--- src/rtl/stall_ctrl.sv ---
// Hazard and stall controller: register Tuse/Tnew interlock plus
// multiply/divide busy sequencing; drives PC/IF-ID freeze and ID/EX bubble.
module stall_ctrl #(
    parameter int unsigned MULT_CYCLES = 5,
    parameter int unsigned DIV_CYCLES  = 10
) (
    input  logic       clk,
    input  logic       reset,
    input  logic       Interrupt,
    input  logic [4:0] A1_D,
    input  logic [4:0] A2_D,
    input  logic [1:0] TuseRs_D,
    input  logic [1:0] TuseRt_D,
    input  logic [4:0] WriteAddr_E,
    input  logic [1:0] Tnew_E,
    input  logic [4:0] WriteAddr_M,
    input  logic [1:0] Tnew_M,
    input  logic       MDStart_E,
    input  logic       MDIsDiv_E,
    input  logic       MDUse_D,
    output logic       stall,
    output logic       clr,
    output logic       busy,
    output logic [3:0] mdCount
);

    typedef enum logic {
        S_IDLE,
        S_RUN
    } md_state_t;

    localparam logic [3:0] L_MULT = 4'(MULT_CYCLES);
    localparam logic [3:0] L_DIV  = 4'(DIV_CYCLES);

    md_state_t  r_state;
    logic [3:0] r_count;

    logic       w_start;
    logic [3:0] w_load;
    logic       w_rs_haz;
    logic       w_rt_haz;
    logic       w_md_haz;

    // An operand stalls only if a producer still needs more cycles
    // than the consumer can wait; equal values are covered by forwarding.
    function automatic logic f_haz(
        input logic [4:0] addr,
        input logic [1:0] tuse,
        input logic [4:0] wa_e,
        input logic [1:0] tnew_e,
        input logic [4:0] wa_m,
        input logic [1:0] tnew_m
    );
        logic w_e;
        logic w_m;
        w_e = (addr == wa_e) && (tuse < tnew_e);
        w_m = (addr == wa_m) && (tuse < tnew_m);
        return (addr != 5'd0) && (tuse != 2'd3) && (w_e || w_m);
    endfunction

    assign w_start  = MDStart_E & ~Interrupt;
    assign w_load   = MDIsDiv_E ? L_DIV : L_MULT;

    assign w_rs_haz = f_haz(A1_D, TuseRs_D, WriteAddr_E, Tnew_E,
                            WriteAddr_M, Tnew_M);
    assign w_rt_haz = f_haz(A2_D, TuseRt_D, WriteAddr_E, Tnew_E,
                            WriteAddr_M, Tnew_M);
    assign w_md_haz = MDUse_D & (busy | MDStart_E);

    // The flush on Interrupt clears the pipe registers itself.
    assign stall    = (w_rs_haz | w_rt_haz | w_md_haz) & ~Interrupt;
    assign clr      = stall;

    assign busy     = (r_state == S_RUN);
    assign mdCount  = r_count;

    always_ff @(posedge clk or negedge reset) begin
        if (!reset) begin
            r_state <= S_IDLE;
            r_count <= 4'd0;
        end else if (w_start) begin
            r_state <= S_RUN;
            r_count <= w_load;
        end else if (r_count != 4'd0) begin
            r_count <= r_count - 4'd1;
            if (r_count == 4'd1) begin
                r_state <= S_IDLE;
            end
        end
    end

endmodule

--- config.mk ---
export PLATFORM = sky130hd
export DESIGN_NAME = stall_ctrl
export DESIGN_NICKNAME = d
export VERILOG_FILES = /design/src/rtl/stall_ctrl.sv
export SDC_FILE = /design/constraint.sdc
export NUM_CORES = 1
export LEC_CHECK = 0
export ABC_AREA = 1
export CAP_MARGIN = 20
export CORE_MARGIN = 2
export CORE_UTILIZATION = 30
export DETAILED_ROUTE_END_ITERATION = 8
export GPL_TIMING_DRIVEN = 0
export SYNTH_ARGS = -nofsm -noshare
export SYNTH_HDL_FRONTEND = slang
export SYNTH_SLANG_ARGS = --single-unit
export TNS_END_PERCENT = 1
--- constraint.sdc ---
create_clock -name clk -period 1.5 [get_ports clk]
set_input_delay 0.225 -clock clk [delete_from_list [all_inputs] [get_ports clk]]
set_output_delay 0.225 -clock clk [all_outputs]
set_load 0.01 [all_outputs]
# Word-level counts from Yosys, hierarchy flattened
# Cells that the tools add are included.
[op_classes]
bitwise = 7
eq_ne = 7
n_mux = 6
addsub = 1
reduce_logical = 16
order_cmp = 4
[op_table]
columns = ["cell", "count"]
rows = [
  ["$eq A5 B5 Y1", 4],
  ["$mux W4", 3],
  ["$reduce_bool A5 Y1", 2],
  ["$logic_and A1 B1 Y1", 8],
  ["$lt A2 B2 Y1", 4],
  ["$eq A4 B1 Y1 const B", 1],
  ["$ne A2 B2 Y1 const B", 2],
  ["$reduce_bool A2 Y1", 2],
  ["$reduce_bool A4 Y1", 1],
  ["$sub A4 B1 Y4 const B", 1],
  ["$and A1 B1 Y1", 3],
  ["$mux W1", 3],
  ["$or A1 B1 Y1", 3],
  ["$logic_or A1 B1 Y1", 2],
  ["$reduce_and A2 Y1", 1],
  ["$not A1 Y1", 1],
]
[word_totals]
word_cells = 43
regBits = 5
output_inout_bits = 7

# Depth between registers and ports, before layout
[logic_depth]
depth_word = 7
depth_mapped = 13
mapped_depth_nobuf = 12

# Least setup slack after synthesis
# Ideal clock, no wire load.
[synth_path]
path_type = "input-to-output"
start = "input port Tnew_E[1]"
end = "output port stall"
t_arrival_ns = 1.209
path_stages = 11
path_slack_ns = 0.066
cell_sequence = "inv_1 > ha_1 > a21boi_0 > nor2_1 > nand3_1 > nand2_1 > nand2_1 > nand3_1 > nand2_1 > inv_1 > buf_4"
[synth_between]
elab_chain_len = 7
elab_cells_between_ends = 11
classes_between = "order compare (2); bitwise (3); reduce/logical (6)"
[synth_lines]
columns = ["element", "line", "rtl"]
rows = [
  ["start: declaration", "15", "input logic [1:0] Tnew_E,"],
  ["$lt A2 B2 Y1", "56", "w_e = (addr == wa_e) && (tuse < tnew_e);"],
  ["$logic_and A1 B1 Y1", "56", ""],
  ["$logic_or A1 B1 Y1", "58", "return (addr != 5'd0) && (tuse != 2'd3) && (w_e || w_m);"],
  ["$logic_and A1 B1 Y1", "58", ""],
  ["$or A1 B1 Y1 * (2 in series)", "71", "assign stall = (w_rs_haz | w_rt_haz | w_md_haz) & ~Interrupt;"],
  ["$and A1 B1 Y1 *", "71", ""],
  ["end: declaration", "21", "output logic stall,"],
]
# Mark *: on every way between the ends. The rest lies on a longest branch, timed or not.

# Worst setup path in the final report
[layout_path]
start = "input port A2_D[3]"
end = "output port stall"
[layout_between]
elab_chain_len = 7
elab_cells_between_ends = 11
classes_between = "eq/ne (2); bitwise (3); reduce/logical (6)"
[layout_lines]
columns = ["element", "line", "rtl"]
rows = [
  ["start: declaration", "11", "input logic [4:0] A2_D,"],
  ["$eq A5 B5 Y1, on equally long branches", "56, 57", ""],
  ["$logic_and A1 B1 Y1, on equally long branches", "56, 57", ""],
  ["$logic_or A1 B1 Y1", "58", ""],
  ["$logic_and A1 B1 Y1 *", "58", ""],
  ["$or A1 B1 Y1 * (2 in series)", "71", ""],
  ["$and A1 B1 Y1 *", "71", ""],
]
# Marks and branches as above.

==> reports/qor.txt <==
Status -> finished with violations
Failing checks -> negative setup slack
Internal -> 0.645 mW
Number of routed nets with antenna violations -> 0
Post-Place Setup Slack -> -979 ps
Final setup violation count -> 2
Number of synthesis warnings -> 0
Cell accounting for the most synthesized area -> nand2_1
Initial DRC Count -> 31
CP arrival -> 1370 ps
Pleak -> 0.731 nW
CTS tree -> built
Fraction of registers with async set/reset -> 1.00
Register bit total from synthesis -> 5
# diodes -> 0
Final min period -> 1600 ps
RSZ-0062 raised after global routing -> yes
PortBufs -> 40
Commonest cells in the netlist -> nand2_1 (53), inv_1 (28), nor2_1 (12)
# IOs -> 41
Total GRT Usage -> 0.149
Die ar. -> 3170 um^2
Syn Nets -> 189
Final wirelength -> 2.33 mm
Placed cells -> 218
Period utilisation layout -> 1.06
Max Clock Skew -> 11.1 ps
Cell Rows -> 18
Post-synth EDFFs -> 0
Layout cells sized above 1 -> 0.219
Initial Util -> 0.323
Synth Instances -> 148
Die height -> 56.3 um
P_sw -> 0.461 mW
Placed cell areas -> 1260 um^2
Max-cap violations -> 0
Measured slew at the worst slew-check pin -> 236 ps
Crit. Startpoint -> A2_D[3]
Synthesized area per cell -> 5.55 um^2
Largest net degree at the start of global routing -> 7
Fmax -> 0.627 GHz
Area growth from synthesis to layout -> 62.5%
Total Power -> 1.11 mW
Area of the mapped netlist -> 821 um^2
Die Wd -> 56.3 um
Final hold viol count -> 0
WL per Instance -> 10.5 um
VDD IR max -> 0.00120 V
Non-Filler Instances -> 222
CTS Sinks -> 5
PD cells -> 829 nW/um^2
Sequential area share after synthesis -> 0.152
H-tree Lvls -> 1
Post-DP HPWL -> 1.96 mm
Worst-path fanout max -> 3
Final net count -> 234
Via/cell ratio -> 4.41
Post-route cell area -> 1330 um^2
Remaining DRCs -> 0
Core Box Area -> 2540 um^2
Setup ws final -> -96.0 ps
Post-synth top area share -> 0.242
Post-CTS Hold Fix Bufs -> 0
Prevailing post-synth register cell -> dfrtp_1
Fillcell total -> 281
Slew headroom -> 0.842
Critical R2R Launch -> mdCount[0]
Sequential share of power -> 0.236
Drt pass-1 iters -> 4
Type of destination of the critical path -> primary output
Via count -> 979
Pins Over Slew Limit -> 0
Clk buf depth -> 2
Hold crit path type -> input port to async pin
Global-route wire length before repair -> 3.86 mm
Crit path launch type -> input port
Switch share -> 0.417
Clock share of power -> 0.151
Root Buffer -> clkbuf_4
Req. time, crit path -> 1270 ps
GPL Wtd Cong -> 0.882
Initial antenna violation count -> 0
Cell variety after synth -> 21
CP Class -> input port to primary output
Largest cells by area after synthesis -> nand2_1 (24%), dfrtp_1 (15%), inv_1 (13%)
Vias in the first global route -> 943
Worst skew pair latency -> 260 ps
Most common cell in the synthesized netlist -> nand2_1
Area occupied by multi-input gates -> 643 um^2
Combinational Power Share -> 0.613
Clk pin slew, worst setup/hold paths -> 50 ps
GRT overflow -> 0
TritonCTS buffer count -> 3
Storage cell area -> 125 um^2
[area by class of cell]
| class | instances | area share |
|---|---|---|
| inverters | 32 | 0.0957 |
| repair buffers | 40 | 0.272 |
| plain buffers | 1 | 0.00844 |
| well taps | 30 | 0.0281 |
| flip-flops and latches | 5 | 0.0938 |
| multi-input cells | 110 | 0.482 |
| clock buffers | 4 | 0.0197 |
[sequential cells by signal, summed over array words and instances, names as in the netlist]
register	cells
busy	1
mdCount	4
[final timing paths]
| check | endpoint | slack [ps] | cells past startpoint |
|---|---|---|---|
| worst min-delay path | mdCount[1] | 190 | 1 |
| worst max register to register | mdCount[0] | 210 | 8 |
| worst min register to register | busy | 510 | 2 |
| worst max-delay path | stall | -100 | 11 |
| min in group clk | busy | 510 | 2 |
| max in group asynchronous | mdCount[2] | 1100 | 1 |
[layer usage]
| metal | up-vias | global-route usage | share of wire |
|---|---|---|---|
| met5 | - | 0 | 0 |
| met1 | 413 | 0.196 | 0.48 |
| met2 | 29 | 0.249 | 0.46 |
| met3 | 2 | 0.0323 | 0.057 |
| met4 | 0 | 0.0306 | 0.0047 |
| li1 | 535 | - | - |
[power groups by stage]
stage	registers [mW]	logic [mW]	clock network (mW)
2_1_floorplan	0.286	0.326	0
3_3_place_gp	0.260	0.655	0
3_5_place_dp	0.262	0.664	0
4_1_cts	0.260	0.672	0.171
5_1_grt	0.270	0.769	0.185
6_report	0.261	0.679	0.167
[logic make-up after synthesis]
kind of cell,count (synthesis),share of synthesized area
buffers and inverters,33,0.155
and+or+nand+nor,80,0.396
DFF,5,0.152
xor gates and xnor gates,6,0.0640
AOI/OAI and AO/OA,17,0.125
adders and majority gates,7,0.107
[cell usage in the layout (no fill, tap or decap), types with 5 or more instances in the layout]
cell type,instances
inv_2,10
nand3_1,9
clkbuf_2,5
clkdlybuf4s15_1,5
nand2_1,52
nor2_1,11
o21ai_0,5
buf_6,5
inv_1,19
clkdlybuf4s50_1,10
dfrtp_1,5
dlygate4sd2_1,14
[what timing repair did]
action	in CTS	in global routing
resized for setup	76	21
endpoints found under the hold margin	0	0
pin swaps	16	10
buffers inserted	0	0
setup endpoints to repair	2	2
[worst max-delay path: stages]
cell           delay, ps
dlygate4sd2_1        260
inv_1                 90
nand3_2               70
o31ai_2              210
inv_1                 60
nand2_1               60
nand3_1               70
nand2_1               70
inv_2                 40
buf_6                100
buf_6                110
[metrics by stage]
| step | utilization | TNS [ps] | hold WS, ps |
|---|---|---|---|
| 4_1_cts | 0.518 | -207 | 193 |
| 6_report | 0.524 | -131 | 189 |
| 5_1_grt | 0.524 | -352 | 190 |
| 3_5_place_dp | 0.495 | -1880 | 467 |
| 2_1_floorplan | - | 0 | -70.6 |
| 3_3_place_gp | 0.495 | -1850 | 469 |
Power figures use the tool's default switching activity.
